File: src/rtl/alu_pkg.sv
// Purpose: shared function codes, scheduler state type and decode helpers for the ALU issue path.
// Latency: n/a (types, constants and pure functions only).
// Backpressure: n/a.
package alu_pkg;

    localparam int FUNCT_WIDTH = 6;

    typedef logic [FUNCT_WIDTH-1:0] funct_t;

    // Function codes understood by the ALU/Shifter/HiLo datapath.
    localparam funct_t AND  = 6'b100100;
    localparam funct_t OR   = 6'b100101;
    localparam funct_t ADD  = 6'b100000;
    localparam funct_t SUB  = 6'b100010;
    localparam funct_t SLT  = 6'b101010;
    localparam funct_t SRL  = 6'b000010;
    localparam funct_t DIVU = 6'b011011;
    localparam funct_t MFHI = 6'b010000;
    localparam funct_t MFLO = 6'b010010;

    typedef enum logic [1:0] {
        IDLE = 2'd0,
        LOAD = 2'd1,
        RUN  = 2'd2,
        WB   = 2'd3
    } sched_state_t;

    // Ops that touch the HiLo pair or the divider; these cannot issue while a
    // divide is in flight, otherwise they would read stale Hi/Lo or clobber it.
    function automatic logic is_hilo_dep(input funct_t f);
        return (f == DIVU) || (f == MFHI) || (f == MFLO);
    endfunction

    function automatic logic is_supported(input funct_t f);
        case (f)
            AND, OR, ADD, SUB, SLT, SRL, DIVU, MFHI, MFLO: return 1'b1;
            default:                                       return 1'b0;
        endcase
    endfunction

endpackage

File: src/rtl/alu_op_scheduler_if.sv
// Purpose: op-issue handshake plus mux-select / divider-control bundle between requester and scheduler.
// Latency: n/a (wires only).
// Backpressure: op_valid/op_ready; an op transfers on the edge where both are high.
// Ports: op_valid, funct (requester -> scheduler); op_ready, mux_sel, out_valid, illegal,
//        div_start, div_step, hilo_we, div_busy (scheduler -> requester/datapath).
interface alu_op_scheduler_if #(
    parameter int FUNCT_W = 6
);
    logic               op_valid;
    logic [FUNCT_W-1:0] funct;
    logic               op_ready;
    logic [FUNCT_W-1:0] mux_sel;
    logic               out_valid;
    logic               illegal;
    logic               div_start;
    logic               div_step;
    logic               hilo_we;
    logic               div_busy;

    modport master (
        output op_valid, funct,
        input  op_ready, mux_sel, out_valid, illegal,
               div_start, div_step, hilo_we, div_busy
    );

    modport slave (
        input  op_valid, funct,
        output op_ready, mux_sel, out_valid, illegal,
               div_start, div_step, hilo_we, div_busy
    );
endinterface

File: src/rtl/div_cycle_counter.sv
// Purpose: divide step counter; loads DIV_CYCLES-1, counts down, flags zero.
// Latency: new count visible the cycle after load/dec.
// Backpressure: none; dec at zero is ignored so the count never wraps.
// Ports: clk, rst_n, load (preset to DIV_CYCLES-1), dec (count down), zero (count == 0).
module div_cycle_counter #(
    parameter int DIV_CYCLES = 32,
    parameter int CNT_W      = $clog2(DIV_CYCLES)
) (
    input  logic clk,
    input  logic rst_n,
    input  logic load,
    input  logic dec,
    output logic zero
);
    logic [CNT_W-1:0] cnt_q;
    logic [CNT_W-1:0] cnt_d;

    always_comb begin
        cnt_d = cnt_q;
        if (load) begin
            cnt_d = CNT_W'(DIV_CYCLES - 1);
        end else if (dec && (cnt_q != '0)) begin
            cnt_d = cnt_q - 1'b1;
        end
    end

    always_ff @(posedge clk or negedge rst_n) begin
        if (!rst_n) begin
            cnt_q <= '0;
        end else begin
            cnt_q <= cnt_d;
        end
    end

    assign zero = (cnt_q == '0);

endmodule

File: src/rtl/alu_op_scheduler.sv
// Purpose: issue controller for the ALU/Shifter/HiLo datapath; drives mux select and sequences DIVU.
// Latency: single-cycle ops give out_valid/mux_sel one cycle after accept; DIVU occupies DIV_CYCLES+2 cycles.
// Backpressure: op_ready drops only for DIVU/MFHI/MFLO while a divide is in flight; other ops always issue.
// Ports: clk, rst_n (async, active-low), bus (slave side of alu_op_scheduler_if).
module alu_op_scheduler
    import alu_pkg::*;
#(
    parameter int DIV_CYCLES = 32,
    parameter int FUNCT_W    = 6,
    parameter int CNT_W      = $clog2(DIV_CYCLES)
) (
    input  logic                  clk,
    input  logic                  rst_n,
    alu_op_scheduler_if.slave     bus
);
    sched_state_t       state_q,     state_d;
    logic [FUNCT_W-1:0] mux_sel_q,   mux_sel_d;
    logic               out_valid_q, out_valid_d;
    logic               illegal_q,   illegal_d;
    logic               div_start_q, div_start_d;
    logic               div_step_q,  div_step_d;
    logic               hilo_we_q,   hilo_we_d;
    logic               div_busy_q,  div_busy_d;

    logic op_ready;
    logic accept;
    logic cnt_load;
    logic cnt_dec;
    logic cnt_zero;

    // Combinational on funct/state: a HiLo-dependent op waiting in WB is
    // accepted in the following IDLE cycle, so MFHI/MFLO see the new Hi/Lo.
    assign op_ready = !(is_hilo_dep(bus.funct) && (state_q != IDLE));
    assign accept   = bus.op_valid && op_ready;

    div_cycle_counter #(
        .DIV_CYCLES (DIV_CYCLES),
        .CNT_W      (CNT_W)
    ) u_div_cnt (
        .clk   (clk),
        .rst_n (rst_n),
        .load  (cnt_load),
        .dec   (cnt_dec),
        .zero  (cnt_zero)
    );

    always_comb begin
        state_d     = state_q;
        mux_sel_d   = mux_sel_q;
        out_valid_d = 1'b0;
        illegal_d   = 1'b0;
        cnt_load    = 1'b0;
        cnt_dec     = 1'b0;

        if (accept) begin
            mux_sel_d = bus.funct;
            if (bus.funct == DIVU) begin
                // op_ready guarantees we are in IDLE here. DIVU returns
                // nothing on dataOut; completion is the hilo_we pulse.
                state_d = LOAD;
            end else begin
                out_valid_d = 1'b1;
                illegal_d   = !is_supported(bus.funct);
            end
        end

        case (state_q)
            LOAD: begin
                cnt_load = 1'b1;
                state_d  = RUN;
            end
            RUN: begin
                if (cnt_zero) begin
                    state_d = WB;
                end else begin
                    cnt_dec = 1'b1;
                end
            end
            WB: begin
                state_d = IDLE;
            end
            default: ;
        endcase

        // Divider controls are registered images of the next state so they
        // line up exactly with the state they describe.
        div_start_d = (state_d == LOAD);
        div_step_d  = (state_d == RUN);
        hilo_we_d   = (state_d == WB);
        div_busy_d  = (state_d != IDLE);
    end

    always_ff @(posedge clk or negedge rst_n) begin
        if (!rst_n) begin
            state_q     <= IDLE;
            mux_sel_q   <= '0;
            out_valid_q <= 1'b0;
            illegal_q   <= 1'b0;
            div_start_q <= 1'b0;
            div_step_q  <= 1'b0;
            hilo_we_q   <= 1'b0;
            div_busy_q  <= 1'b0;
        end else begin
            state_q     <= state_d;
            mux_sel_q   <= mux_sel_d;
            out_valid_q <= out_valid_d;
            illegal_q   <= illegal_d;
            div_start_q <= div_start_d;
            div_step_q  <= div_step_d;
            hilo_we_q   <= hilo_we_d;
            div_busy_q  <= div_busy_d;
        end
    end

    assign bus.op_ready  = op_ready;
    assign bus.mux_sel   = mux_sel_q;
    assign bus.out_valid = out_valid_q;
    assign bus.illegal   = illegal_q;
    assign bus.div_start = div_start_q;
    assign bus.div_step  = div_step_q;
    assign bus.hilo_we   = hilo_we_q;
    assign bus.div_busy  = div_busy_q;

endmodule

File: src/flat_wrapper.sv
// flat-port wrapper written by rule: the top's interface ports become plain ports
module alu_op_scheduler_flat import alu_pkg::*;
#(
    parameter int DIV_CYCLES = 32,
    parameter int FUNCT_W    = 6,
    parameter int CNT_W      = $clog2(DIV_CYCLES)
)
  (clk, rst_n, bus_op_valid, bus_funct, bus_op_ready, bus_mux_sel, bus_out_valid, bus_illegal, bus_div_start, bus_div_step, bus_hilo_we, bus_div_busy);
  alu_op_scheduler_if #(.FUNCT_W(FUNCT_W)) bus_i ();
  input  logic clk;
  input  logic rst_n;
  input wire logic [$bits(bus_i.op_valid)-1:0] bus_op_valid;
  input wire logic [$bits(bus_i.funct)-1:0] bus_funct;
  output wire logic [$bits(bus_i.op_ready)-1:0] bus_op_ready;
  output wire logic [$bits(bus_i.mux_sel)-1:0] bus_mux_sel;
  output wire logic [$bits(bus_i.out_valid)-1:0] bus_out_valid;
  output wire logic [$bits(bus_i.illegal)-1:0] bus_illegal;
  output wire logic [$bits(bus_i.div_start)-1:0] bus_div_start;
  output wire logic [$bits(bus_i.div_step)-1:0] bus_div_step;
  output wire logic [$bits(bus_i.hilo_we)-1:0] bus_hilo_we;
  output wire logic [$bits(bus_i.div_busy)-1:0] bus_div_busy;
  assign bus_i.op_valid = bus_op_valid;
  assign bus_i.funct = bus_funct;
  assign bus_op_ready = bus_i.op_ready;
  assign bus_mux_sel = bus_i.mux_sel;
  assign bus_out_valid = bus_i.out_valid;
  assign bus_illegal = bus_i.illegal;
  assign bus_div_start = bus_i.div_start;
  assign bus_div_step = bus_i.div_step;
  assign bus_hilo_we = bus_i.hilo_we;
  assign bus_div_busy = bus_i.div_busy;
  alu_op_scheduler #(.DIV_CYCLES(DIV_CYCLES), .FUNCT_W(FUNCT_W), .CNT_W(CNT_W)) u_core (.clk(clk), .rst_n(rst_n), .bus(bus_i));
endmodule
File: config.mk
export PLATFORM = sky130hd
export DESIGN_NAME = alu_op_scheduler_flat
export DESIGN_NICKNAME = d
export VERILOG_FILES = /design/src/rtl/alu_pkg.sv /design/src/rtl/alu_op_scheduler_if.sv /design/src/rtl/div_cycle_counter.sv /design/src/rtl/alu_op_scheduler.sv /design/src/flat_wrapper.sv
export SDC_FILE = /design/constraint.sdc
export NUM_CORES = 1
export LEC_CHECK = 0
export BUFFER_PORTS_ARGS = -buffer_cell sky130_fd_sc_hd__buf_2
export CORE_MARGIN = 2
export CORE_UTILIZATION = 51
export CTS_BUF_LIST = sky130_fd_sc_hd__clkbuf_16
export DETAILED_ROUTE_END_ITERATION = 10
export GPL_TIMING_DRIVEN = 0
export PLACE_DENSITY = 0.77
export SETUP_SLACK_MARGIN = 0.05
export SYNTH_ARGS = -nofsm -noshare
export SYNTH_HDL_FRONTEND = slang
export SYNTH_SLANG_ARGS = --single-unit
export TNS_END_PERCENT = 30
File: constraint.sdc
create_clock -name clk -period 1.8 [get_ports clk]
set_input_delay 0.36 -clock clk [delete_from_list [all_inputs] [get_ports clk]]
set_output_delay 0.36 -clock clk [all_outputs]
set_load 0.02 [all_outputs]
==> reports/results.ini <==
[status]
status=finished clean

[setup_path]
worstReg2RegStart=u_core.u_div_cnt.cnt_q[0]
worstPathCellList=buf_2 > or3b_4 > a211o_4 > buf_2
critPathArrivalTime_ns=1.39
slowest_stage=or3b_4
cp_common_cell=buf_2
critical_path_class=input pin to output pin
cp_max_fo=5
end_kind=output pin
r2r_slack_ns=0.15
start_kind=input pin
cp_data_required_time_ns=1.44
r2r_end=u_core.u_div_cnt.cnt_q[0]
reg2regPathDepth=6
slowest_delay_ns=0.41
critical_path.startpoint=bus_funct[5]

[layout]
final_cells=135
final_core_util_pct=66.4
n_antenna_cell=0
fill_cells=160
largest_reg_flops=6
num-nets-final=121
area_growth_pct=23.4
seq_area_sq_um=475
final_layout_size_suffix_gt1_share_pct=30.9
multiInputGateArea_sq_um=405

[sta]
finalClockSkew_ns=0.00185
fin_hold_ws_ns=0.0369
max_freq_mhz=572
min_period_over_period_pct=97.1
worstMarginPinSlew_ns=0.414
hold_viol=0
setup_viol=0
final.setup.worst_slack_ns=0.0518
maxSlewHeadroom_pct=72.4
fin_crit_ns=1.75
fin_setup_tns_ns=0
rsz0062_at_grt=yes
slew_violations=0

[job]
maxCapViolCount=0

[placement]
placedCellCount=131
gp_congestion=0.767
io_buffers=20
dpl_worst_slack_ns=0.0572
dp_hpwl_microns=1320

[clock_tree]
cts_hold_buffers=0
cts_sinks=19
cts_setup_buffers=0
h-tree-depth=1
cts_tree=yes
clk_pin_slew_ns=0.05
clk_latency_ns=0.25
ctsResizeCount=0
clockRootBuffer=clkbuf_16
cts_buffers=3
ctsLongestPathBuffers=2

[routing]
drc=0
vias=730
dr_wl_met3_microns=60
viasPerCell=5.41
antenna_left=0
maxUsedRoutingLayer=met4
wl_met1_microns=828
drtIter0Drc=11
routed-wl-met2_microns=910
wl_microns=1810
avgRoutedWirePerCell_microns=13.4
dr.pass1.iters=4

[grt]
grt_start_max_net_pins=20
grt_util_all_layers_pct=20.7
grt_pass1_vias=676
grt.overflow.total=0
grt_pass1_wl_microns=3070
antenna_found_initial=0

[power]
power_leakage_nw=0.532
powerDensity_nw_per_um2=1250
ir_drop_uv=702

[synthesis]
synth_common_cells=dfrtp_1, nor2_1, inv_1, o21ai_0
yosysSeqAreaShare_pct=51.8
synth.distinct_cells=33
syn_inst=86
mappedNetlistNets=96
synth_top_area_share_pct=51.8
synth_area_leader_cell=dfrtp_1
synth.most_common_cell=dfrtp_1
synthTopCellsByArea=dfrtp_1, mux2_4, o21ai_0, nor2_1, inv_1
ys_dominant_reg_cell=dfrtp_1
synth_seq_cells=19
avgSynthCellArea_sq_um=10.7
synthArstFlopShare_pct=100
ys_warn_count=0
syn_area_sq_um=918
synth_edf_count=0

[floorplanning]
fp-row-count=15
die_y_microns=46.4
core_sq_um=1710
io_pins=22
initial_core_util_pct=53.8
fp.dieW_microns=46.4
die-area_sq_um=2160

[worst_hold_path]
min_path_type=input pin to async pin

-- per-stage QoR --
| stage | total power (W) | instance area [sq um] |
|---|---|---|
| after floorplan | 0.000840 | 918 |
| after global placement | 0.000941 | 1050 |
| after detailed placement | 0.000965 | 1050 |
| after CTS | 0.00142 | 1130 |
| after global routing | 0.00149 | 1130 |
| final | 0.00141 | 1130 |
-- placed cells by master, fill, tap and decap left out, drive strengths merged, types with 3 or more instances in the layout --
cell type	synthesis	layout
buf	1	21
dfrtp	19	19
nor2	9	9
o21ai	8	8
inv	7	7
clkbuf	2	5
nand3	4	4
a21oi	4	4
nor3	3	3
mux2	3	3
nand2	3	3
-- area by class of cell --
type	instances	area share, %
buffer	3	1.32
clock buffer	3	6.62
clock inverter	1	0.442
inverter	7	2.32
multi-input combinational	57	35.8
sequential	19	41.9
tap	25	2.76
timing repair buffer	20	8.83
-- critical path: cells and delay by family --
family	cells	cell delay (ns)
buffers and inverters	2	0.30
AO/OA/AOI/OAI	1	0.31
AND/OR/NAND/NOR	1	0.41
-- worst max-delay path by stage --
| stage | endpoint | slack (ns) | cells past startpoint |
|---|---|---|---|
| final | bus_op_ready | 0.05 | 4 |
| after global routing | bus_op_ready | 0.04 | 3 |
| after CTS | bus_op_ready | 0.05 | 4 |
| after detailed placement | u_core.bus.mux_sel[3] | 0.06 | 5 |
| after global placement | bus_op_ready | 0.08 | 4 |
| after floorplan | u_core.bus.mux_sel[0] | 0.21 | 4 |
-- per-layer routing --
metal / vias to the layer above / GRT usage [%]
met2: 16 / 33.3
li1: 355 / -
met1: 357 / 28.1
met4: 0 / 6.86
met3: 2 / 3.53
met5: - / 0
-- power breakdown --
group	switching [W]	leakage [nW]	total, W	internal [W]
combinational	0.000228	0.263	0.000385	0.000157
clock	0.000152	0.0409	0.000449	0.000297
sequential	0.0000690	0.228	0.000580	0.000511
-- cell families (layout without fill, tap and decap cells) --
logic type	Yosys count	after routing	share of synthesized area (%)
AO/OA/AOI/OAI	23	23	17.6
XOR/XNOR	1	1	0.954
adder cells (fa/ha/maj)	1	1	1.36
buffers and inverters	10	34	4.50
flip-flops	19	19	51.8
multiplexers	4	4	5.99
AND/OR/NAND/NOR	28	28	17.8
Power figures use the tool's default switching activity.
